[src/rtl/a51_keystream_xor.sv]
// Serial XOR of the A5/1 output-stage keystream into a captured message, MSB first,
// with byte-wise readout. Define A51_KS_CAPTURE_EN to also record the raw keystream.
module a51_keystream_xor #(
  parameter int MSG_BITS = 224,
  parameter int CNT_W    = 8
) (
  input  logic                clk,
  input  logic                reset,
  input  logic                start,
  input  logic [MSG_BITS-1:0] data_in,
  input  logic                ks_bit,
  input  logic                ks_valid,
  output logic                busy,
  output logic                done,
  output logic [MSG_BITS-1:0] result,
  output logic [CNT_W-1:0]    bit_count,
  input  logic [4:0]          byte_index,
  output logic [7:0]          byte_out
`ifdef A51_KS_CAPTURE_EN
  ,
  output logic [MSG_BITS-1:0] ks_capture
`endif
);

  localparam int NBYTES = MSG_BITS / 8;
  localparam logic [CNT_W-1:0] LAST_BIT = CNT_W'(MSG_BITS - 1);

  typedef enum logic [1:0] {S_IDLE, S_RUN, S_DONE, S_HOLD} state_t;

  state_t              state, state_n;
  logic [MSG_BITS-1:0] msg;
  logic [CNT_W-1:0]    wr_idx;
  logic                load, consume, last;

  // Load beats a coincident keystream bit because consume is gated on RUN.
  assign load    = start && (state == S_IDLE || state == S_HOLD);
  assign consume = ks_valid && (state == S_RUN);
  assign last    = (bit_count == LAST_BIT);
  assign wr_idx  = LAST_BIT - bit_count;

  assign busy = (state == S_RUN);
  assign done = (state == S_DONE);

  always_ff @(posedge clk or negedge reset) begin
    if (!reset) state <= S_IDLE;
    else        state <= state_n;
  end

  always_comb begin
    state_n = state;
    case (state)
      S_IDLE:  if (start) state_n = S_RUN;
      S_RUN:   if (consume && last) state_n = S_DONE;
      S_DONE:  state_n = S_HOLD;
      S_HOLD:  if (start) state_n = S_RUN;
      default: state_n = S_IDLE;
    endcase
  end

  always_ff @(posedge clk or negedge reset) begin
    if (!reset) begin
      msg       <= '0;
      result    <= '0;
      bit_count <= '0;
    end else if (load) begin
      msg       <= data_in;
      result    <= '0;
      bit_count <= '0;
    end else if (consume) begin
      result[wr_idx] <= msg[wr_idx] ^ ks_bit;
      bit_count      <= bit_count + CNT_W'(1);
    end
  end

`ifdef A51_KS_CAPTURE_EN
  always_ff @(posedge clk or negedge reset) begin
    if (!reset)       ks_capture         <= '0;
    else if (load)    ks_capture         <= '0;
    else if (consume) ks_capture[wr_idx] <= ks_bit;
  end
`endif

  // Byte 0 is the most significant byte of the result.
  logic [NBYTES-1:0][7:0] res_bytes;
  for (genvar g = 0; g < NBYTES; g++) begin : g_bytes
    assign res_bytes[g] = result[MSG_BITS-1-8*g -: 8];
  end

  always_comb begin
    byte_out = '0;
    for (int i = 0; i < NBYTES; i++)
      if (byte_index == 5'(i)) byte_out = res_bytes[i];
  end

endmodule

[config.mk]
export PLATFORM = sky130hd
export DESIGN_NAME = a51_keystream_xor
export DESIGN_NICKNAME = d
export VERILOG_FILES = /design/src/rtl/a51_keystream_xor.sv
export SDC_FILE = /design/constraint.sdc
export NUM_CORES = 1
export LEC_CHECK = 0
export ABC_AREA = 1
export CORE_ASPECT_RATIO = 1.25
export CORE_MARGIN = 10
export CORE_UTILIZATION = 52
export DETAILED_ROUTE_END_ITERATION = 16
export PLACE_DENSITY = 0.81
export SLEW_MARGIN = 5
export SYNTH_ARGS = -nofsm -noshare
export SYNTH_HDL_FRONTEND = slang
export SYNTH_SLANG_ARGS = --single-unit
export TNS_END_PERCENT = 10
[constraint.sdc]
create_clock -name clk -period 3.4 [get_ports clk]
set_clock_uncertainty 0.2 [all_clocks]
set_input_delay 0.51 -clock clk [delete_from_list [all_inputs] [get_ports clk]]
set_output_delay 0.51 -clock clk [all_outputs]
set_load 0.05 [all_outputs]
## Word level (Yosys, flattened, before mapping)

Cells that the tools add are included.

| operators by class | value |
|---|---|
| div/mod/pow operators | 0 |
| $lt $le $gt $ge | 2 |
| bitwise gates (word level) | 1 |
| reduce and logical (&&, ||, !) cells | 10 |
| multiply operators | 0 |
| shifts and indexed selects | 0 |
| $add $sub $neg | 2 |
| muxes and demuxes | 40 |
| equality and inequality tests | 33 |

Operators with widths:

| kind | count |
|---|---|
| 224-bit 2-to-1 mux | 2 |
| 8-bit 2-to-1 mux | 30 |
| 224-bit bitwise mux | 1 |
| 5-bit == test (second input constant) | 12 |
| 5-bit by 4-bit == test with 1-bit output (second input constant) | 8 |
| 5-bit by 3-bit == test with 1-bit output (second input constant) | 4 |
| 5-bit by 2-bit == test with 1-bit output (second input constant) | 2 |
| 8-bit by 9-bit < comparator with 1-bit output (second input constant) | 1 |
| 8-bit by 1-bit adder with 8-bit output (second input constant) | 1 |
| 1-bit binary-select mux with 8-bit select | 1 |
| 1-bit demux with 8-bit select | 1 |
| 8-bit == test (second input constant) | 1 |
| 8-bit by 1-bit >= comparator with 1-bit output (second input constant) | 1 |
| 8-bit subtractor (first input constant) | 1 |
| 2-bit case mux with 3 select lines | 1 |
| 5-bit by 1-bit == test with 1-bit output (second input constant) | 1 |
| 5-bit zero test | 1 |
| 2-bit == test (second input constant) | 2 |
| 1-bit logical AND | 4 |
| 2-bit 2-to-1 mux | 2 |
| 2-bit by 1-bit inequality test with 1-bit output (second input constant) | 2 |
| 2-bit by 1-bit == test with 1-bit output (second input constant) | 1 |
| 2-bit zero test | 1 |
| 1-bit 2-to-1 mux | 2 |
| other kinds (5) | 5 |

| storage, ports and cells | value |
|---|---|
| memories kept | 0 |
| bits in read-only memories | 0 |
| logic and storage cells | 92 |
| bits of input ports | 234 |
| output and inout bits | 242 |
| bits in writable memories | 0 |
| bits in latches | 0 |
| flip-flop bits (word level) | 458 |

## Depth between registers and ports, before layout

Gate-level depths: netlist of run 1.

| logic depth | value |
|---|---|
| word-level depth | 29 |
| gate-level depth with buffers | 20 |
| mapped depth without buffers | 19 |

## Worst setup path before layout of run 1

Ideal clock, no wire load.

| timing path | value |
|---|---|
| path kind | input port to output port |
| start point | input byte_index[4] |
| end point | output byte_out[1] |
| stages on the path | 18 |
| arrival | 2,544 ps |
| required time | 2,690 ps |
| path slack | 146 ps |
| path through | clkbuf_1 -> nor2_2 -> inv_1 -> nor2_1 -> inv_1 -> o21ai_0 -> inv_1 -> nand4_1 -> nand2_1 -> nand4_1 -> nand2_1 -> nand4_1 -> nor2_1 -> nand4_1 -> nand2_1 -> nand3_1 -> nand2_1 -> nand4_1 |

| between the ends | value |
|---|---|
| word-level cells in the longest chain between the ends | 29 |

RTL lines:

| what | RTL line | source |
|---|---|---|
| start, declared | 17 | `input logic [4:0] byte_index,` |
| 5-bit zero test | 92 | `if (byte_index == 5'(i)) byte_out = res_bytes[i];` |
| 8-bit 2-to-1 mux (27 in a row) | 92 |  |
| 8-bit 2-to-1 mux * | 92 |  |
| end, declared | 18 | `output logic [7:0] byte_out` |

Mark *: on every way between the ends. The rest lies on a longest branch, timed or not.

## Final worst setup path of run 1

| timing path | value |
|---|---|
| start point | register result[215] |
| end point | output byte_out[7] |

| between the ends | value |
|---|---|
| word-level cells in the longest chain between the ends | 27 |

RTL lines:

| what | RTL line | source |
|---|---|---|
| start, declared | 15 | `output logic [MSG_BITS-1:0] result,` |
| start signal, assigned by index | 70 | `result[wr_idx] <= msg[wr_idx] ^ ks_bit;` |
| 8-bit 2-to-1 mux (27 in a row) | 92 |  |

Every way passes these cells.

==> results of run 1 <==
## timing repair
action                                  4_1_cts  5_1_grt
hold buffers                                  1        0
gates cloned                                  0        1
endpoints found under the hold margin        44        0
pin swaps                                    11       37
resized for setup                            35       56
setup buffers                                 1       10
endpoints found under the setup margin        8      202
## layer usage
metal | part of all wire, % | routed length, um | vias to the layer above
met1 | 36 | 32800 | 11300
met5 | 0.026 | 23 | -
li1 | - | - | 11400
met4 | 6.0 | 5390 | 4
met2 | 47 | 42800 | 1327
met3 | 10 | 9240 | 282
## layout make-up
class / count / area [um2]
fillers: 3564 / 13300
flip-flops and latches: 458 / 11500
multi-input cells: 2187 / 9690
repair buffers: 631 / 6400
inverters: 527 / 1990
clock buffers: 69 / 1400
well taps: 578 / 723
clock inverters: 13 / 169
diodes: 3 / 7.51
## through the flow
step	setup WS [ps]	hold WS, ps	util, %
floorplan	146	14.4	-
global placement	-669	256	66.3
detailed placement	-700	260	66.3
CTS	-302	241	69.9
global route	-412	268	70.5
finish	-176	260	70.5
## worst register-to-register path, stage by stage (launching register included)
cell,delay [ps]
dfrtp_4,530
buf_16,190
buf_4,190
o21ai_0,180
o22ai_1,120
nand2_1,90
nand4_1,160
a22oi_1,200
o221ai_1,180
nand2_1,100
o21ai_1,90
o21bai_2,250
nand2_8,150
buf_12,210
o21ai_1,260
inv_1,70
## report_power, final
group | switching, uW | total (uW) | leakage, uW | internal (uW)
Sequential | 735 | 7540 | 0.00603 | 6810
Combinational | 5190 | 7800 | 0.00927 | 2610
Clock | 2200 | 5340 | 0.000779 | 3140
## worst min-delay path by stage
stage	from	end	cells past startpoint
after global placement	msg[114]	msg[114]	2
after floorplan	reset	bit_count[0]	0
after CTS	data_in[17]	msg[17]	3
after global routing	data_in[31]	msg[31]	3
after detailed placement	msg[190]	msg[190]	2
final	reset	result[150]	2
## cell usage in the layout (no fill, tap or decap), types with 25 or more instances in the layout
cell             Yosys  routed
clkdlybuf4s50_1      0     461
nand2_1           1173    1166
dfrtp_1            458     452
nor2_1             233     207
nor2_2               1      25
clkbuf_16            0      50
a21oi_1            237     237
nand4_1             49      49
o22ai_1             56      56
buf_4                1     122
buf_12               0      36
inv_1              523     514
o21ai_0            187     187
o21ai_1            175     175
## registers in the layout, summed over array words and instances (netlist names)
| signal | cells |
|---|---|
| result | 224 |
| msg | 224 |
| bit_count | 8 |
| state | 2 |
## kinds of logic after synthesis
family                     count (synthesis)  synth area share (%)
buffers and inverters                    697                  11.8
AOI/OAI and AO/OA                        679                  15.0
DFF                                      458                  48.3
adders and majority gates                 10                 0.527
and+or+nand+nor                         1498                  24.5
==> report_table.html, run 1 <==
<table>
<tr><th>Metric</th><th>Value</th></tr>
<tr><th colspan="2">Synth</th></tr>
<tr><td>Synth warnings</td><td>0</td></tr>
<tr><td>Portion of synthesized cell area occupied by the leading cell type</td><td>48.3%</td></tr>
<tr><td>Post-synth top cells</td><td>1173 x nand2_1, 523 x inv_1, 458 x dfrtp_1, 237 x a21oi_1, 233 x nor2_1</td></tr>
<tr><td>Cells after Synth</td><td>3342</td></tr>
<tr><td>Register bit count reported by yosys</td><td>458</td></tr>
<tr><td>Ranking of synthesized cells by area</td><td>dfrtp_1 48%, nand2_1 19%, inv_1 8.3%</td></tr>
<tr><td>Number of flops mapped to enable cells by yosys</td><td>0</td></tr>
<tr><td>Register area share after synthesis</td><td>48.3%</td></tr>
<tr><td>Number of nets produced by synthesis</td><td>3586</td></tr>
<tr><td>Most instantiated library cell after synthesis</td><td>nand2_1</td></tr>
<tr><td>Count of distinct cell types in the synthesized netlist</td><td>32</td></tr>
<tr><td>Cell type with the largest total area after synthesis</td><td>dfrtp_1</td></tr>
<tr><td>Post-Synthesis Cell Area</td><td>23700 um2</td></tr>
<tr><td>Synthesized area per cell</td><td>7.10 um2</td></tr>
<tr><td>Most used flip-flop cell after synthesis</td><td>dfrtp_1</td></tr>
<tr><td>Ys async rst share</td><td>100%</td></tr>
<tr><th colspan="2">Pwr</th></tr>
<tr><td>Power after layout</td><td>20700 uW</td></tr>
<tr><td>Standby leakage power</td><td>0.0161 uW</td></tr>
<tr><td>Worst supply voltage drop on vdd</td><td>804 uV</td></tr>
<tr><td>Ratio of total power to cell area</td><td>649 nW/um2</td></tr>
<tr><th colspan="2">Worst setup path</th></tr>
<tr><td>CP peak stage delay</td><td>410 ps</td></tr>
<tr><td>Reg-to-reg startpoint</td><td>bit_count[0]</td></tr>
<tr><td>Data required, critical path</td><td>2690 ps</td></tr>
<tr><td>Sequence of cells on the critical path</td><td>nand3_1 &gt; nand2_1 &gt; nor2_2 &gt; nand4_1 &gt; nand2_1 &gt; nand3_1 &gt; nand2_1 &gt; nand3_2 &gt; nand2_2 &gt; nand4_1 &gt; nor2_1 &gt; nand4_1 &gt; nand2_1 &gt; nand4_1 &gt; nor2_1 &gt; nand4_1 &gt; buf_12</td></tr>
<tr><td>Endpoint of the most critical register-to-register path</td><td>result[1]</td></tr>
<tr><td>Number of buffers and inverters on the critical path</td><td>1</td></tr>
<tr><td>Category of the worst setup path launch point</td><td>register</td></tr>
<tr><td>Type of element capturing the critical path</td><td>output pin</td></tr>
<tr><td>End point of the critical path</td><td>byte_out[7]</td></tr>
<tr><td>Maximum fanout count along the critical path</td><td>3</td></tr>
<tr><td>Crit path from</td><td>result[215]</td></tr>
<tr><td>Worst Setup Path Type</td><td>reg2out</td></tr>
<tr><td>Critical Path Slowest Stage Cell</td><td>dfrtp_1</td></tr>
<tr><td>Crit path depth</td><td>17</td></tr>
<tr><td>WP data arrival</td><td>2870 ps</td></tr>
<tr><td>Kind of cell adding the most delay to the critical path</td><td>simple AND/OR/NAND/NOR gates</td></tr>
<tr><td>Most prevalent standard cell on the critical path</td><td>nand4_1</td></tr>
<tr><td>R2R depth</td><td>15</td></tr>
<tr><td>R2R setup slack</td><td>110 ps</td></tr>
<tr><th colspan="2">STA</th></tr>
<tr><td>Setup repair after global routing missed its margin</td><td>yes</td></tr>
<tr><td>Setup TNS</td><td>-858 ps</td></tr>
<tr><td>Time the worst path needs with I/O delays and setup</td><td>3580 ps</td></tr>
<tr><td>Max_slew headroom</td><td>21.5%</td></tr>
<tr><td>Tightest Pin Transition</td><td>1170 ps</td></tr>
<tr><td>Crit path setup slack, layout</td><td>-176 ps</td></tr>
<tr><td>Number of pins exceeding their max-slew limit in the final report</td><td>0</td></tr>
<tr><td>Max frequency</td><td>280 MHz</td></tr>
<tr><td>Count of endpoints failing setup in the final report</td><td>8</td></tr>
<tr><td>Tcrit/Tclk final</td><td>105%</td></tr>
<tr><td>Final Hold Fails</td><td>0</td></tr>
<tr><th colspan="2">Drt</th></tr>
<tr><td>Avg WL per Cell</td><td>20.2 um</td></tr>
<tr><td>Number of detailed-route iterations in the first pass</td><td>5</td></tr>
<tr><td>Number of DRC violations after detailed-routing iteration 0</td><td>2018</td></tr>
<tr><td>Vias after detailed routing</td><td>24300</td></tr>
<tr><td>DR DRC count</td><td>0</td></tr>
<tr><td>Total wirelength of the detailed-routed design</td><td>90.2 mm</td></tr>
<tr><td>DRT antenna net count</td><td>0</td></tr>
<tr><td>Vias per std cell</td><td>5.45</td></tr>
<tr><th colspan="2">Finish</th></tr>
<tr><td>Total Nets Final</td><td>4095</td></tr>
<tr><td>Count of placed standard cells in the final layout, fillers left out</td><td>4466</td></tr>
<tr><td>Share of layout cells above drive strength 1</td><td>8.26%</td></tr>
<tr><td>Area of all placed cells without fillers</td><td>31900 um2</td></tr>
<tr><td>Area growth from synthesis to final layout</td><td>34.2%</td></tr>
<tr><th colspan="2">Clock network</th></tr>
<tr><td>Clock input transition at the sequential cells of the worst setup and hold paths</td><td>70 ps</td></tr>
<tr><td>H-tree level count</td><td>2</td></tr>
<tr><td>Number of buffers added by the clock tree synthesis step</td><td>46</td></tr>
<tr><td>Clock latency on the worst-skew pair</td><td>600 ps</td></tr>
<tr><td>Buffer levels on the longest clock path</td><td>3</td></tr>
<tr><td>CTS tree</td><td>yes</td></tr>
<tr><td>Clock root cell</td><td>clkbuf_16</td></tr>
<tr><td>Number of sinks on the clock net</td><td>458</td></tr>
<tr><th colspan="2">GRT</th></tr>
<tr><td>First-pass GRT wire length</td><td>136 mm</td></tr>
<tr><td>Vias in the first global route</td><td>23600</td></tr>
<tr><td>Global routing met2 resource utilization</td><td>52.8%</td></tr>
<tr><td>Pin count of the biggest net entering global routing</td><td>234</td></tr>
<tr><td>Grt total ovfl</td><td>0</td></tr>
<tr><td>Grt met3 use</td><td>7.21%</td></tr>
<tr><td>Initial antenna violation count</td><td>3</td></tr>
<tr><td>Met1 track utilization from global routing</td><td>38.4%</td></tr>
<tr><td>Most used routing layer</td><td>met2</td></tr>
<tr><td>Total Routing Usage GR</td><td>32.1%</td></tr>
<tr><th colspan="2">Die</th></tr>
<tr><td>Number of placement rows</td><td>87</td></tr>
<tr><td>Chip Width</td><td>211 um</td></tr>
<tr><td>Die Outline Area</td><td>54700 um2</td></tr>
<tr><td>Die boundary height</td><td>259 um</td></tr>
<tr><td>Effective utilization at floorplan</td><td>52.5%</td></tr>
<tr><td>Number of placed I/O pins</td><td>476</td></tr>
<tr><td>Core region area</td><td>45200 um2</td></tr>
<tr><th colspan="2">Placed design</th></tr>
<tr><td>Final HPWL from detailed placement</td><td>65.4 mm</td></tr>
<tr><td>Dpl cell area</td><td>30000 um2</td></tr>
<tr><td>Post-Place Cells</td><td>4368</td></tr>
<tr><td>Gpl congestion</td><td>0.953</td></tr>
<tr><td>Count of input and output buffers</td><td>475</td></tr>
<tr><th colspan="2">Min path</th></tr>
<tr><td>Hold Path Class</td><td>in2async</td></tr>
<tr><th colspan="2">Outcome</th></tr>
<tr><td>Violations in the final reports</td><td>setup timing</td></tr>
<tr><td>Run status</td><td>complete, but fails checks</td></tr>
<tr><th colspan="2">Flow run</th></tr>
<tr><td>Max-Cap Viols</td><td>0</td></tr>
</table>
Power figures use the tool's default switching activity.
==> inputs of run 2 (changes only) <==
GPL_TIMING_DRIVEN = 0   (was default)
HOLD_SLACK_MARGIN = 0.08   (was default)
==> report_table.html, run 2 (same netlist as run 1, synthesis figures left out) <==
<table>
<tr><th>Metric</th><th>Value</th></tr>
<tr><th colspan="2">Outcome</th></tr>
<tr><td>Run status</td><td>complete, but fails checks</td></tr>
<tr><td>Violations in the final reports</td><td>setup timing</td></tr>
<tr><th colspan="2">Finish</th></tr>
<tr><td>Total Nets Final</td><td>4142 (+1.1%)</td></tr>
<tr><td>Share of layout cells above drive strength 1</td><td>7.78% (-0.48 points)</td></tr>
<tr><td>Number of filler instances in the final layout</td><td>3731 (+4.7%)</td></tr>
<tr><td>Count of placed standard cells in the final layout, fillers left out</td><td>4512 (+1.0%)</td></tr>
<tr><td>Highest-count cells in the layout ignoring fill and taps</td><td>1156 x nand2_1, 514 x inv_1, 461 x clkdlybuf4s50_1</td></tr>
<tr><td>Most common cell after layout, fill and taps aside</td><td>nand2_1</td></tr>
<tr><td>Utilization of the core after routing</td><td>69.9% (-0.66 points)</td></tr>
<tr><td>Area of the multi-input gates</td><td>9820 um2 (+1.4%)</td></tr>
<tr><td>Area used by sequential logic in the layout</td><td>11500 um2 (about the same)</td></tr>
<tr><td>Largest regs</td><td>msg x224, result x224, bit_count x8</td></tr>
<tr><td>Area growth from synthesis to final layout</td><td>32.9%</td></tr>
<tr><th colspan="2">STA</th></tr>
<tr><td>Tcrit/Tclk final</td><td>113% (+7.7 points)</td></tr>
<tr><td>Max_slew headroom</td><td>35.0% (+14 points)</td></tr>
<tr><td>Tightest Pin Transition</td><td>975 ps (-198 ps)</td></tr>
<tr><td>Count of endpoints failing setup in the final report</td><td>8 (unchanged)</td></tr>
<tr><td>Setup repair after global routing missed its margin</td><td>yes</td></tr>
<tr><td>Crit path setup slack, layout</td><td>-437 ps (-261 ps)</td></tr>
<tr><td>Number of pins exceeding their max-slew limit in the final report</td><td>0 (unchanged)</td></tr>
<tr><td>Max frequency</td><td>261 MHz (-6.8%)</td></tr>
<tr><td>Final Hold Fails</td><td>0 (unchanged)</td></tr>
<tr><td>Time the worst path needs with I/O delays and setup</td><td>3840 ps (+261 ps)</td></tr>
<tr><td>Setup TNS</td><td>-2900 ps (-2040 ps)</td></tr>
<tr><th colspan="2">Worst setup path</th></tr>
<tr><td>Type of element capturing the critical path</td><td>output pin</td></tr>
<tr><td>Sequence of cells on the critical path</td><td>buf_2 &gt; nor2_2 &gt; clkbuf_4 &gt; nand4_1 &gt; nand3_2 &gt; nor2_2 &gt; nand4_1 &gt; nand2_1 &gt; nand4_1 &gt; nand2_2 &gt; nand4_1 &gt; nor3_4 &gt; nand4_1 &gt; nor2_2 &gt; nand4_1 &gt; nor2_2 &gt; nand4_1 &gt; buf_6</td></tr>
<tr><td>Worst Setup Path Type</td><td>in2out</td></tr>
<tr><td>Category of the worst setup path launch point</td><td>input port</td></tr>
<tr><td>Kind of cell adding the most delay to the critical path</td><td>simple AND/OR/NAND/NOR gates</td></tr>
<tr><td>Number of buffers and inverters on the critical path</td><td>3 (+2)</td></tr>
<tr><td>Data required, critical path</td><td>2690 ps (about the same)</td></tr>
<tr><td>CP peak stage delay</td><td>260 ps (-150 ps)</td></tr>
<tr><td>Most prevalent standard cell on the critical path</td><td>nand4_1</td></tr>
<tr><td>Critical Path Slowest Stage Cell</td><td>nor3_4</td></tr>
<tr><td>Maximum fanout count along the critical path</td><td>10 (+7)</td></tr>
<tr><td>WP data arrival</td><td>3130 ps (+260 ps)</td></tr>
<tr><td>R2R setup slack</td><td>10 ps (-100 ps)</td></tr>
<tr><th colspan="2">Placed design</th></tr>
<tr><td>Count of input and output buffers</td><td>474 (-0.21%)</td></tr>
<tr><td>Gpl congestion</td><td>0.981 (+3.0%)</td></tr>
<tr><td>Final HPWL from detailed placement</td><td>71.4 mm (+9.1%)</td></tr>
<tr><td>Setup slack at placement</td><td>-2000 ps (-1300 ps)</td></tr>
<tr><td>Post-Place Cells</td><td>4398 (+0.69%)</td></tr>
<tr><th colspan="2">Flow run</th></tr>
<tr><td>Max-Cap Viols</td><td>0 (unchanged)</td></tr>
<tr><th colspan="2">Drt</th></tr>
<tr><td>Total wirelength of the detailed-routed design</td><td>95.2 mm (+5.6%)</td></tr>
<tr><td>Vias after detailed routing</td><td>24900 (+2.2%)</td></tr>
<tr><td>Number of DRC violations after detailed-routing iteration 0</td><td>2357 (+17%)</td></tr>
<tr><td>Vias per std cell</td><td>5.51 (+1.1%)</td></tr>
<tr><td>DR DRC count</td><td>0 (unchanged)</td></tr>
<tr><td>Met3 WL post-DR</td><td>9.71 mm (+5.1%)</td></tr>
<tr><td>Top layer reached by signal wires</td><td>met5</td></tr>
<tr><td>Wire length on met2</td><td>45.2 mm (+5.8%)</td></tr>
<tr><td>Number of detailed-route iterations in the first pass</td><td>8 (+3)</td></tr>
<tr><td>Avg WL per Cell</td><td>21.1 um (+4.5%)</td></tr>
<tr><td>M1 WL</td><td>33.9 mm (+3.3%)</td></tr>
<tr><td>DRT antenna net count</td><td>0 (unchanged)</td></tr>
<tr><th colspan="2">Clock network</th></tr>
<tr><td>H-tree level count</td><td>2 (unchanged)</td></tr>
<tr><td>Buffer levels on the longest clock path</td><td>3 (unchanged)</td></tr>
<tr><td>Clock input transition at the sequential cells of the worst setup and hold paths</td><td>60 ps (about the same)</td></tr>
<tr><td>CTS tree</td><td>yes</td></tr>
<tr><td>Clock latency on the worst-skew pair</td><td>590 ps (about the same)</td></tr>
<tr><td>Number of sinks on the clock net</td><td>458 (unchanged)</td></tr>
<tr><td>Clock root cell</td><td>clkbuf_16</td></tr>
<tr><td>Number of buffers added by the clock tree synthesis step</td><td>47 (+2.2%)</td></tr>
<tr><th colspan="2">GRT</th></tr>
<tr><td>Vias in the first global route</td><td>24200 (+2.6%)</td></tr>
<tr><td>Total Routing Usage GR</td><td>33.9% (+1.8 points)</td></tr>
<tr><td>Pin count of the biggest net entering global routing</td><td>119 (-49%)</td></tr>
<tr><td>Initial antenna violation count</td><td>5 (+2)</td></tr>
<tr><td>First-pass GRT wire length</td><td>142 mm (+4.2%)</td></tr>
<tr><td>Grt total ovfl</td><td>0 (unchanged)</td></tr>
<tr><th colspan="2">Pwr</th></tr>
<tr><td>Standby leakage power</td><td>0.0158 uW (-1.5%)</td></tr>
<tr><td>Power after layout</td><td>21400 uW (+3.4%)</td></tr>
<tr><td>Clock power frac</td><td>24.8% (-1.0 points)</td></tr>
<tr><td>Sequential fraction of design power</td><td>35.5% (-1.0 points)</td></tr>
<tr><td>Switching part of the total power</td><td>41.4% (+2.1 points)</td></tr>
<tr><td>Switching power</td><td>8860 uW (+9.1%)</td></tr>
<tr><td>Cell-internal power</td><td>12500 uW (-0.23%)</td></tr>
<tr><td>Worst supply voltage drop on vdd</td><td>561 uV (-30%)</td></tr>
<tr><td>Ratio of total power to cell area</td><td>678 nW/um2 (+4.4%)</td></tr>
<tr><td>Combinational share of power</td><td>39.7% (+2.0 points)</td></tr>
<tr><th colspan="2">Die</th></tr>
<tr><td>Die boundary height</td><td>259 um (unchanged)</td></tr>
<tr><td>Number of placed I/O pins</td><td>476 (unchanged)</td></tr>
<tr><td>Number of placement rows</td><td>87 (unchanged)</td></tr>
<tr><td>Die Outline Area</td><td>54700 um2 (unchanged)</td></tr>
<tr><td>Core region area</td><td>45200 um2 (unchanged)</td></tr>
<tr><td>Chip Width</td><td>211 um (unchanged)</td></tr>
<tr><td>Effective utilization at floorplan</td><td>52.5% (unchanged)</td></tr>
<tr><th colspan="2">Min path</th></tr>
<tr><td>Hold Path Class</td><td>in2reg</td></tr>
</table>
run 2: cell types whose count changed in the layout (fill, tap and decap cells not counted), moves of 17 or more:
cell	change
buf_12	-36
buf_4	-86
buf_6	+23
clkbuf_1	+90
clkbuf_2	+25
nor2_1	-17
run 2: what timing repair did:
action	4_1_cts	5_1_grt
endpoints found under the hold margin	108	0
gates resized for setup	195	80
hold buffers	1	0
pin swaps	31	45
setup buffers	19	9
endpoints found under the setup margin	232	233
run 2: worst paths after layout:
check / from / to / cells after the start
max: byte_index[2] / byte_out[3] / 18
min: data_in[44] / msg[44] / 3
max reg2reg: bit_count[3] / result[212] / 10
min reg2reg: msg[193] / msg[193] / 2
max in group asynchronous: reset / msg[105] / 5
min in group asynchronous: reset / result[184] / 2
run 2: tightest hold or removal path, delay by kind of cell:
| kind | cells | cell delay, ps |
|---|---|---|
| and+or+nand+nor | 2 | 100 |
| buffers and inverters | 1 | 390 |
run 2: power groups by stage:
stage / logic, uW / registers [uW] / clock network [uW]
2_1_floorplan: 5260 / 7480 / 0
3_3_place_gp: 7950 / 7620 / 0
4_1_cts: 8260 / 7550 / 5320
3_5_place_dp: 8090 / 7620 / 0
5_1_grt: 9220 / 7710 / 5540
6_report: 8500 / 7590 / 5310
run 2: layer usage:
layer | vias up | global-route usage [%]
met2 | 1454 | 56.4
met5 | - | 0
met1 | 11500 | 38.9
met4 | 6 | 20.9
li1 | 11500 | -
met3 | 340 | 7.91
run 2: final cells by class:
| class | instances | area share (%) |
|---|---|---|
| Timing Repair Buffer | 507 | 16.1 |
| Clock buffer | 68 | 4.43 |
| Multi-Input combinational cell | 2187 | 31.1 |
| Antenna cell | 3 | 0.0238 |
| Sequential cell | 458 | 36.3 |
| Inverter | 527 | 6.31 |
| Buffer | 170 | 2.92 |
| Clock inverter | 14 | 0.476 |
| Tap cell | 578 | 2.29 |
run 2: per-stage QoR:
step	cell area, um2	hold slack (ps)
finish	31600	254
global route	31600	259
CTS	31300	237
detailed placement	29300	260
global placement	29200	256
floorplan	23700	14.4
